==> src/rtl/uart_port_fifo_bridge_if.sv <==
// PicoBlaze port bus between the strobe decoder (master) and the UART buffer (slave).
interface uart_port_fifo_bridge_if;
    logic [7:0] port_id;
    logic       rd_strb;
    logic       wr_strb;
    logic [7:0] port_out_data;
    logic [7:0] port_in_data;

    modport master (
        output port_id, rd_strb, wr_strb, port_out_data,
        input  port_in_data
    );

    modport slave (
        input  port_id, rd_strb, wr_strb, port_out_data,
        output port_in_data
    );
endinterface

==> src/rtl/uart_port_fifo_bridge.sv <==
// Port-mapped UART buffer: RX/TX FIFOs, sticky error capture, control register,
// level interrupt and an automatic TX drain engine feeding the TxEngine.
module uart_port_fifo_bridge #(
    parameter int unsigned DEPTH_LOG2 = 4,
    parameter logic [7:0]  BASE_ADDR  = 8'h00,
    parameter int unsigned RX_THRESH  = 1
) (
    input  logic                     Clk,
    input  logic                     Rst,
    uart_port_fifo_bridge_if.slave   pb,
    input  logic [7:0]               rx_data,
    input  logic                     rx_valid,
    input  logic                     p_err,
    input  logic                     frm_err,
    input  logic                     ov_err,
    input  logic                     tx_rdy,
    output logic                     tx_start,
    output logic [7:0]               tx_data,
    output logic                     irq
);
    localparam int unsigned DEPTH = 1 << DEPTH_LOG2;
    localparam int unsigned CNT_W = DEPTH_LOG2 + 1;

    typedef logic [DEPTH_LOG2-1:0] ptr_t;
    typedef logic [CNT_W-1:0]      cnt_t;
    typedef enum logic [1:0] {ST_IDLE, ST_START, ST_WAIT_LOW, ST_WAIT_HIGH} state_t;

    logic [7:0] rx_mem [DEPTH];
    logic [7:0] tx_mem [DEPTH];
    ptr_t       rx_wr_ptr, rx_rd_ptr, tx_wr_ptr, tx_rd_ptr;
    cnt_t       rx_count, tx_count;
    logic       p_sticky, frm_sticky, ov_sticky, fovf_sticky;
    logic       rx_irq_en, tx_irq_en;
    state_t     state, state_nxt;
    logic       tx_pop;

    // Address decode relative to the base of the four-port window.
    logic [7:0] offs;
    logic       sel0, sel1, sel2, sel3;
    assign offs = pb.port_id - BASE_ADDR;
    assign sel0 = (offs == 8'd0);
    assign sel1 = (offs == 8'd1);
    assign sel2 = (offs == 8'd2);
    assign sel3 = (offs == 8'd3);

    logic rx_empty, rx_full, tx_empty, tx_full;
    assign rx_empty = (rx_count == '0);
    assign rx_full  = (rx_count == cnt_t'(DEPTH));
    assign tx_empty = (tx_count == '0);
    assign tx_full  = (tx_count == cnt_t'(DEPTH));

    logic ctrl_wr, rx_flush, tx_flush, err_clr;
    assign ctrl_wr  = pb.wr_strb & sel2;
    assign rx_flush = ctrl_wr & pb.port_out_data[0];
    assign tx_flush = ctrl_wr & pb.port_out_data[1];
    assign err_clr  = pb.rd_strb & sel2;

    // A pop on a full FIFO frees the slot for a same-cycle push.
    logic rx_pop, rx_push, rx_ovf, tx_wr, tx_push, tx_ovf;
    assign rx_pop  = pb.rd_strb & sel1 & ~rx_empty;
    assign rx_push = rx_valid & (~rx_full | rx_pop);
    assign rx_ovf  = rx_valid & rx_full & ~rx_pop & ~rx_flush;
    assign tx_wr   = pb.wr_strb & sel1;
    assign tx_push = tx_wr & (~tx_full | tx_pop);
    assign tx_ovf  = tx_wr & tx_full & ~tx_pop & ~tx_flush;

    always_ff @(posedge Clk) begin
        if (rx_push) rx_mem[rx_wr_ptr] <= rx_data;
        if (tx_push) tx_mem[tx_wr_ptr] <= pb.port_out_data;
    end

    always_ff @(posedge Clk or posedge Rst) begin
        if (Rst) begin
            rx_wr_ptr <= '0;
            rx_rd_ptr <= '0;
            rx_count  <= '0;
        end else if (rx_flush) begin
            rx_wr_ptr <= '0;
            rx_rd_ptr <= '0;
            rx_count  <= '0;
        end else begin
            if (rx_push) rx_wr_ptr <= rx_wr_ptr + ptr_t'(1);
            if (rx_pop)  rx_rd_ptr <= rx_rd_ptr + ptr_t'(1);
            if (rx_push & ~rx_pop)      rx_count <= rx_count + cnt_t'(1);
            else if (~rx_push & rx_pop) rx_count <= rx_count - cnt_t'(1);
        end
    end

    always_ff @(posedge Clk or posedge Rst) begin
        if (Rst) begin
            tx_wr_ptr <= '0;
            tx_rd_ptr <= '0;
            tx_count  <= '0;
        end else if (tx_flush) begin
            tx_wr_ptr <= '0;
            tx_rd_ptr <= '0;
            tx_count  <= '0;
        end else begin
            if (tx_push) tx_wr_ptr <= tx_wr_ptr + ptr_t'(1);
            if (tx_pop)  tx_rd_ptr <= tx_rd_ptr + ptr_t'(1);
            if (tx_push & ~tx_pop)      tx_count <= tx_count + cnt_t'(1);
            else if (~tx_push & tx_pop) tx_count <= tx_count - cnt_t'(1);
        end
    end

    // Sticky errors and control; a same-cycle set beats the read-clear.
    always_ff @(posedge Clk or posedge Rst) begin
        if (Rst) begin
            p_sticky    <= 1'b0;
            frm_sticky  <= 1'b0;
            ov_sticky   <= 1'b0;
            fovf_sticky <= 1'b0;
            rx_irq_en   <= 1'b0;
            tx_irq_en   <= 1'b0;
        end else begin
            p_sticky    <= (p_sticky    & ~err_clr) | p_err;
            frm_sticky  <= (frm_sticky  & ~err_clr) | frm_err;
            ov_sticky   <= (ov_sticky   & ~err_clr) | ov_err;
            fovf_sticky <= (fovf_sticky & ~err_clr) | rx_ovf | tx_ovf;
            if (ctrl_wr) begin
                rx_irq_en <= pb.port_out_data[2];
                tx_irq_en <= pb.port_out_data[3];
            end
        end
    end

    logic [7:0] status;
    assign status = {fovf_sticky, ov_sticky, frm_sticky, p_sticky,
                     tx_empty, rx_full, ~tx_full, ~rx_empty};

    always_comb begin
        pb.port_in_data = 8'h00;
        if (sel0)      pb.port_in_data = status;
        else if (sel1) pb.port_in_data = rx_empty ? 8'h00 : rx_mem[rx_rd_ptr];
        else if (sel2) pb.port_in_data = {4'b0, fovf_sticky, ov_sticky, frm_sticky, p_sticky};
        else if (sel3) pb.port_in_data = 8'(rx_count);
    end

    always_ff @(posedge Clk or posedge Rst) begin
        if (Rst) state <= ST_IDLE;
        else     state <= state_nxt;
    end

    // Drain engine: hand one byte per TxEngine busy/idle round trip.
    always_comb begin
        state_nxt = state;
        tx_pop    = 1'b0;
        case (state)
            ST_IDLE: begin
                if (~tx_empty & tx_rdy & ~tx_flush) begin
                    tx_pop    = 1'b1;
                    state_nxt = ST_START;
                end
            end
            ST_START:     state_nxt = ST_WAIT_LOW;
            ST_WAIT_LOW:  if (~tx_rdy) state_nxt = ST_WAIT_HIGH;
            ST_WAIT_HIGH: if (tx_rdy)  state_nxt = ST_IDLE;
            default:      state_nxt = ST_IDLE;
        endcase
    end

    always_ff @(posedge Clk or posedge Rst) begin
        if (Rst) begin
            tx_start <= 1'b0;
            tx_data  <= 8'h00;
            irq      <= 1'b0;
        end else begin
            tx_start <= (state_nxt == ST_START);
            if (tx_pop) tx_data <= tx_mem[tx_rd_ptr];
            irq <= (rx_irq_en & (rx_count >= cnt_t'(RX_THRESH)))
                 | (tx_irq_en & tx_empty & (state == ST_IDLE));
        end
    end
endmodule

==> src/flat_wrapper.sv <==
// flat-port wrapper written by rule: the top's interface ports become plain ports
module uart_port_fifo_bridge_flat 
#(
    parameter int unsigned DEPTH_LOG2 = 4,
    parameter logic [7:0]  BASE_ADDR  = 8'h00,
    parameter int unsigned RX_THRESH  = 1
)
  (Clk, Rst, rx_data, rx_valid, p_err, frm_err, ov_err, tx_rdy, tx_start, tx_data, irq, pb_port_id, pb_rd_strb, pb_wr_strb, pb_port_out_data, pb_port_in_data);
  uart_port_fifo_bridge_if pb_i ();
  input  logic Clk;
  input  logic Rst;
  input  logic [7:0] rx_data;
  input  logic rx_valid;
  input  logic p_err;
  input  logic frm_err;
  input  logic ov_err;
  input  logic tx_rdy;
  output logic tx_start;
  output logic [7:0] tx_data;
  output logic irq;
  input wire logic [$bits(pb_i.port_id)-1:0] pb_port_id;
  input wire logic [$bits(pb_i.rd_strb)-1:0] pb_rd_strb;
  input wire logic [$bits(pb_i.wr_strb)-1:0] pb_wr_strb;
  input wire logic [$bits(pb_i.port_out_data)-1:0] pb_port_out_data;
  output wire logic [$bits(pb_i.port_in_data)-1:0] pb_port_in_data;
  assign pb_i.port_id = pb_port_id;
  assign pb_i.rd_strb = pb_rd_strb;
  assign pb_i.wr_strb = pb_wr_strb;
  assign pb_i.port_out_data = pb_port_out_data;
  assign pb_port_in_data = pb_i.port_in_data;
  uart_port_fifo_bridge #(.DEPTH_LOG2(DEPTH_LOG2), .BASE_ADDR(BASE_ADDR), .RX_THRESH(RX_THRESH)) u_core (.Clk(Clk), .Rst(Rst), .pb(pb_i), .rx_data(rx_data), .rx_valid(rx_valid), .p_err(p_err), .frm_err(frm_err), .ov_err(ov_err), .tx_rdy(tx_rdy), .tx_start(tx_start), .tx_data(tx_data), .irq(irq));
endmodule
==> config.mk <==
export PLATFORM = sky130hd
export DESIGN_NAME = uart_port_fifo_bridge_flat
export DESIGN_NICKNAME = d
export VERILOG_FILES = /design/src/rtl/uart_port_fifo_bridge_if.sv /design/src/rtl/uart_port_fifo_bridge.sv /design/src/flat_wrapper.sv
export SDC_FILE = /design/constraint.sdc
export NUM_CORES = 1
export LEC_CHECK = 0
export CAP_MARGIN = 20
export CORE_UTILIZATION = 40
export CTS_BUF_LIST = sky130_fd_sc_hd__clkbuf_8
export DETAILED_ROUTE_END_ITERATION = 7
export PLACE_DENSITY_LB_ADDON = 0.25
export SLEW_MARGIN = 20
export SYNTH_ARGS = -nofsm -noshare
export SYNTH_HDL_FRONTEND = slang
export SYNTH_SLANG_ARGS = --single-unit
==> constraint.sdc <==
create_clock -name Clk -period 6.65 [get_ports Clk]
set_input_delay 1.33 -clock Clk [delete_from_list [all_inputs] [get_ports Clk]]
set_output_delay 1.33 -clock Clk [all_outputs]
set_load 0.02 [all_outputs]
==> results.md, run 1 <==
- H-tree levels: 2
- Leak: roughly 5 nW
- Vias after detailed routing: approximately 6600
- Port Buf Inserts: 50
- Nets: approximately 840
- Cell count after synthesis: roughly 700
- WL/cell: ~22 um
- Root Buffer: clkbuf_8
- # fillers: between 2000 and 3000
- Fin crit share: approximately 85%
- Initial antenna violation count: 0
- GRT Overall Usage: 16.6%
- Final instance area: 14500 um2
- Die ar.: around 32000 um2
- GR Overflow Total: 0
- First-pass GRT wire length: roughly 40000 um
- Post-CTS setup buffers: 0
- Worst Setup Start Kind: primary input
- Critical path data arrival time: between 4 and 5 ns
- Number of diodes: 0
- # setup viols final: 0
- Sequential share of the synthesized area: 69.2%
- Core area: roughly 30000 um2
- Vias in the first global route: approximately 7000
- Initial Utilization: between 40% and 50%
- Row count: 64
- Placed cell areas: 13600 um2
- Maximum fanout along the worst path: 12
- Post-synth EDFFs: roughly 260
- Max-slew headroom: approximately 28%
- Unrepaired setup endpoints after global routing: false
- Share of layout cells above drive strength 1: 22.1%
- Total Wirelength: approximately 26000 um
- Ys Warns: 0
- CTS clk-pin slew, worst paths: about 0.06 ns
- Hold WC Path Type: reg2reg
- CP Capture Type: output pin
- CTS max path bufs: 3
- Post-Syn Area: roughly 13000 um2
- Final HPWL DP: 17100 um
- Netlist cell types: between 60 and 70
- Hold violation count in the final report: 0
- Die Width: about 180 um
- Drt first pass iters: 5
- #FFs+latches synth: 300
- Clock sink count: 300
- GP Congestion: a little under 0.8
- CTS buffer count: ~50
- Pwr dens: 335 nW/um2
- Setup TNS: 0 ns
- Area grow syn2layout: 14.3%
- Largest net degree at the start of global routing: between 40 and 50
- # Max-Cap Violations: 0
- WS Path Type: in2out
- Slew Limit Fails: 0
- F_max: approximately 0.18 GHz
- Post-synth ARST share: approximately 15%
- Residual DRC: 0
- ANT nets after route: 0
- Measured slew at the worst slew-check pin: between 1 and 1.5 ns
- Syn Nets: 756
- Post-synth top flop: edfxtp_1
- Worst skew pair latency: between 0.5 and 0.6 ns
- Die span in y: around 180 um
- Worst path required time: about 5.3 ns
- Clock Skews: ~0.037 ns
- Tmin final: 5.63 ns
- CTS tree: built
- Drt first-iter violations: roughly 380
- Outcome: finished, final reports clean
- Syn_area_per_cell: 18.1 um2
- Max VDD drop: roughly 170 uV
- Vias per inst: 5.45
- Num ports: 51
- Reg2reg setup slack: between 2 and 3 ns
- CTS-repair resized insts: 0
- Post-CTS Hold Buffers: 0
==> state kept, by name, indices dropped and copies added (netlist names) <==
| register | flops |
|---|---|
| u_core.rx_count | 5 |
| u_core.tx_data | 8 |
| u_core.ov_sticky | 1 |
| u_core.state | 2 |
| u_core.tx_mem | 128 |
| u_core.frm_sticky | 1 |
| u_core.rx_wr_ptr | 4 |
| u_core.irq | 1 |
| u_core.rx_irq_en | 1 |
| u_core.tx_start | 1 |
| u_core.fovf_sticky | 1 |
| u_core.rx_mem | 128 |
| u_core.tx_irq_en | 1 |
| u_core.p_sticky | 1 |
| u_core.rx_rd_ptr | 4 |
| u_core.tx_count | 5 |
| u_core.tx_rd_ptr | 4 |
| u_core.tx_wr_ptr | 4 |
==> synth_stat cells, types with 4 or more instances <==
cell type	n	area [um2]
edfxtp_1	256	7690
mux4_2	63	1420
dfrtp_1	44	1100
mux2i_1	36	360
nor2_1	33	124
inv_1	21	78.8
ha_1	19	238
nor3_1	15	75.1
clkbuf_1	14	52.6
a21oi_1	12	60.1
buf_2	12	60.1
nand2_1	12	45.0
mux2_2	11	124
and2_1	10	62.6
nand3_1	10	50.1
o21ai_0	10	50.1
mux2_4	8	120
nand4_1	8	50.1
xor2_1	6	52.6
a21o_1	5	37.5
a22oi_1	5	37.5
and4b_1	5	50.1
xnor2_1	5	43.8
a221oi_1	4	35.0
buf_1	4	15.0
nor2b_1	4	25.0
nor3b_1	4	30.0
nor4b_1	4	35.0
o211ai_1	4	30.0
o22ai_1	4	25.0
or3_1	4	25.0
or4_1	4	30.0
==> metal layers <==
metal / up-vias / share of wire [%] / global-route usage [%]
met5: - / 0 / 0
met4: 0 / 1.8 / 4.99
met3: 45 / 5.2 / 3.19
met2: 167 / 49 / 26.5
met1: 3405 / 44 / 23.1
li1: 2984 / - / -
==> worst paths after layout <==
path / startpoint / endpoint / depth (start not counted)
setup / recovery: pb_port_id[0] / pb_port_in_data[6] / 6
hold / removal: u_core.rx_irq_en / u_core.irq / 1
setup reg to reg: u_core.state[1] / u_core.tx_count[4] / 11
hold reg to reg: u_core.rx_irq_en / u_core.irq / 1
max in group asynchronous: Rst / u_core.tx_rd_ptr[1] / 2
min in group asynchronous: Rst / u_core.rx_count[2] / 2
==> where the power goes <==
part / internal, mW / leakage, nW / switching [mW]
Clock: 0.726 / 0.504 / 0.710
Sequential: 2.21 / 2.84 / 0.236
Combinational: 0.523 / 1.55 / 0.471
Total: 3.46 / 4.90 / 1.42
==> kinds of logic after synthesis <==
group,synth area share [%]
AOI/OAI and AO/OA,3.28
adders and majority gates,2.03
DFF,69.2
buffers and inverters,2.13
xor gates and xnor gates,0.758
and+or+nand+nor,6.73
muxes,15.9
==> metrics by stage <==
step | utilization [%] | std cells | worst slack (ns) | hold slack [ns] | power (mW)
floorplan | - | 703 | 2.66 | 0.459 | 3.15
global placement | 44.1 | 1128 | 1.13 | 0.485 | 3.43
detailed placement | 44.2 | 1128 | 1.06 | 0.495 | 3.48
CTS | 47.0 | 1212 | 1.06 | 0.510 | 4.94
global route | 47.0 | 1212 | 0.818 | 0.536 | 5.12
finish | 47.0 | 1212 | 1.02 | 0.510 | 4.87
==> critical path, stage by stage <==
cell and delay (ns):
clkdlybuf4s50_1 0.72, nor4b_1 0.58, nand3_1 0.49, nor2_1 0.36
a221o_1 0.21, clkdlybuf4s50_1 0.60
==> cell usage in the layout (no fill, tap or decap), drive strengths merged, types with 5 or more instances in the layout <==
master,n
a21o,5
a21oi,12
a22oi,5
and2,10
and4b,5
buf,15
clkbuf,52
clkdlybuf4s50,50
clkinv,16
dfrtp,44
edfxtp,256
ha,19
inv,36
mux2,19
mux2i,36
mux4,63
nand2,12
nand3,11
nand4,10
nor2,33
nor2b,5
nor3,16
nor4b,5
o21ai,11
xnor2,5
xor2,6
==> layout make-up <==
type                            instances  area [um2]  share of cell area [%]
Clock buffer                           52         716                    4.93
Clock inverter                         32         158                    1.09
Inverter                               21        80.1                   0.551
Tap cell                              396         495                    3.41
Multi-Input combinational cell        346        3670                    25.3
Timing Repair Buffer                   65         613                    4.22
Sequential cell                       300        8790                    60.5
No activity file was read; power rests on OpenSTA's default activity.
==> run 2, diff against run 1 <==
clock period = 4.97 ns   (was 6.65 ns; I/O delays follow)
==> run 2 against run 1 <==
Sequential share of layout area decreased by 0.99 points. Largest cell class unchanged. Non-clock buffer count increased by 13. Critical endpoint is now pb_port_in_data[3]. Die area stayed put. Critical path depth down 1. First-iteration DRC count up 27%. Combinational power grew 37%. Utilization is 0.77 points higher. Sequential power is 32% higher. Wire length shrank 1.2%.
==> results.md, run 2 (synthesis results as in run 1) <==
- GP Congestion: 0.818 (was 0.781)
- Measured slew at the worst slew-check pin: 1.08 ns (was 1.07 ns)
- Critical path data arrival time: 3.51 ns (was 4.30 ns)
- WS Path Type: reg2out (was in2out)
- Drt first-iter violations: 476 (was 375)
- Commonest non-fill, non-tap cell in the layout: edfxtp_1 (unchanged)
- Total Wirelength: 26000 um (was 26300 um)
- Number of diodes: 0 (unchanged)
- Post-CTS setup buffers: 0 (unchanged)
- Most frequent cells in the layout: edfxtp_1, mux4_2, clkdlybuf4s50_1 (was edfxtp_1, mux4_2, clkbuf_8)
- Hold WC Path Type: reg2reg (unchanged)
- Drt first pass iters: 7 (was 5)
- CTS tree: built (unchanged)
- CTS clk-pin slew, worst paths: 0.06 ns (about the same)
- Vias after detailed routing: 6667 (was 6601)
- Hold violation count in the final report: 0 (unchanged)
- Residual DRC: 0 (unchanged)
- Worst skew pair latency: 0.58 ns (was 0.57 ns)
- Vias in the first global route: 6930 (was 6966)
- Worst Setup Start Kind: flop (was primary input)
- CTS max path bufs: 3 (unchanged)
- Met3 wire length: 1250 um (was 1360 um)
- Reg2reg setup slack: 1.55 ns (was 2.96 ns)
- Post-layout total power: 6.82 mW (was 4.87 mW)
- Setup WS post-layout: 0.464 ns (was 1.02 ns)
- Met2 wire len: 12400 um (was 12800 um)
- Initial Utilization: 41.1% (unchanged)
- CTS buffer count: 49 (unchanged)
- CP Capture Type: output pin (unchanged)
- Num ports: 51 (unchanged)
- GR Overflow Total: 0 (unchanged)
- Area grow syn2layout: 16.2% (was 14.3%)
- Fin crit share: 90.7%
- Worst path required time: 3.98 ns (was 5.32 ns)
- Top Layer Used: met4 (unchanged)
- Slew Limit Fails: 0 (unchanged)
- WL/cell: 21.1 um (was 21.7 um)
- Share of layout cells above drive strength 1: 23.1% (was 22.1%)
- Max VDD drop: 207 uV (was 173 uV)
- Initial antenna violation count: 0 (unchanged)
- # setup viols final: 0 (unchanged)
- Final HPWL DP: 17400 um (was 17100 um)
- Final instance area: 14800 um2 (was 14500 um2)
- H-tree levels: 2 (unchanged)
- Leak: 5.01 nW (was 4.90 nW)
- Wire length on met1: 11800 um (was 11700 um)
- Nets: 849 (was 836)
- Core area: 30900 um2 (unchanged)
- Clock Skews: 0.0387 ns (was 0.0374 ns)
- Largest net degree at the start of global routing: 45 (unchanged)
- Vias per inst: 5.42 (was 5.45)
- Post-CTS Hold Buffers: 0 (unchanged)
- Setup TNS: 0 ns (unchanged)
- Worst slack at placement: 0.490 ns (was 1.06 ns)
- Die span in y: 180 um (unchanged)
- GRT Overall Usage: 16.3% (was 16.6%)
- Placed cell areas: 13700 um2 (was 13600 um2)
- Port Buf Inserts: 50 (unchanged)
- # Max-Cap Violations: 0 (unchanged)
- Row count: 64 (unchanged)
- Max-slew headroom: 28.0% (was 28.5%)
- Tmin final: 4.51 ns
- ANT nets after route: 0 (unchanged)
- F_max: 0.222 GHz
- Clock sink count: 300 (unchanged)
- Maximum fanout along the worst path: 22 (was 12)
- First-pass GRT wire length: 40600 um (was 41100 um)
- Root Buffer: clkbuf_8 (unchanged)
- Pwr dens: 462 nW/um2 (was 335 nW/um2)
- Biggest regs: u_core.rx_mem x128, u_core.tx_mem x128, u_core.tx_data x8 (unchanged)
- Die ar.: 32500 um2 (unchanged)
- Unrepaired setup endpoints after global routing: false (unchanged)
- CTS-repair resized insts: 0 (unchanged)
- Die Width: 180 um (unchanged)
- Outcome: finished, final reports clean (unchanged)
-- run 2: final cells by class --
| cell class | count | area [um2] |
|---|---|---|
| fill | 2606 | 16100 |
| clock buffer | 49 | 674 |
| sequential | 300 | 8790 |
| multi-input combinational | 346 | 3650 |
| tap | 396 | 495 |
| clock inverter | 41 | 355 |
| timing repair buffer | 78 | 711 |
| inverter | 21 | 80.1 |
-- run 2: power by group --
group          total (mW)  switching (mW)  internal (mW)
combinational        1.36           0.651          0.706
sequential           3.23           0.283           2.95
clock                2.23           0.980           1.25
total                6.82            1.91           4.91
-- run 2: path summary, 6_finish.rpt --
kind | start | endpoint | cells after the start
max reg2reg | u_core.tx_count[2] | u_core.tx_count[4] | 11
min in group asynchronous | Rst | u_core.frm_sticky | 2
min reg2reg | u_core.p_sticky | u_core.p_sticky | 1
max | u_core.rx_rd_ptr[3] | pb_port_in_data[3] | 5
max in group asynchronous | Rst | u_core.tx_rd_ptr[1] | 2
min | u_core.p_sticky | u_core.p_sticky | 1
-- run 2: metrics by stage --
step	utilization (%)	hold slack [ns]	std cells
3_5_place_dp	44.4	0.483	1141
5_1_grt	47.8	0.522	1231
3_3_place_gp	44.4	0.483	1141
2_1_floorplan	-	0.459	703
6_report	47.8	0.504	1231
4_1_cts	47.8	0.500	1231
-- run 2: critical path, stage by stage, from the launching register on --
cell and delay [ns]:
dfrtp_1 1.02, mux4_2 0.41, a22o_1 0.24, a221oi_1 0.43, o22ai_1 0.21, clkdlybuf4s50_1 0.59
-- run 2: routing by layer --
metal	track usage [%]	up-vias
li1	-	3028
met2	26.2	183
met5	0	-
met4	5.09	0
met1	22.7	3413
met3	2.95	43
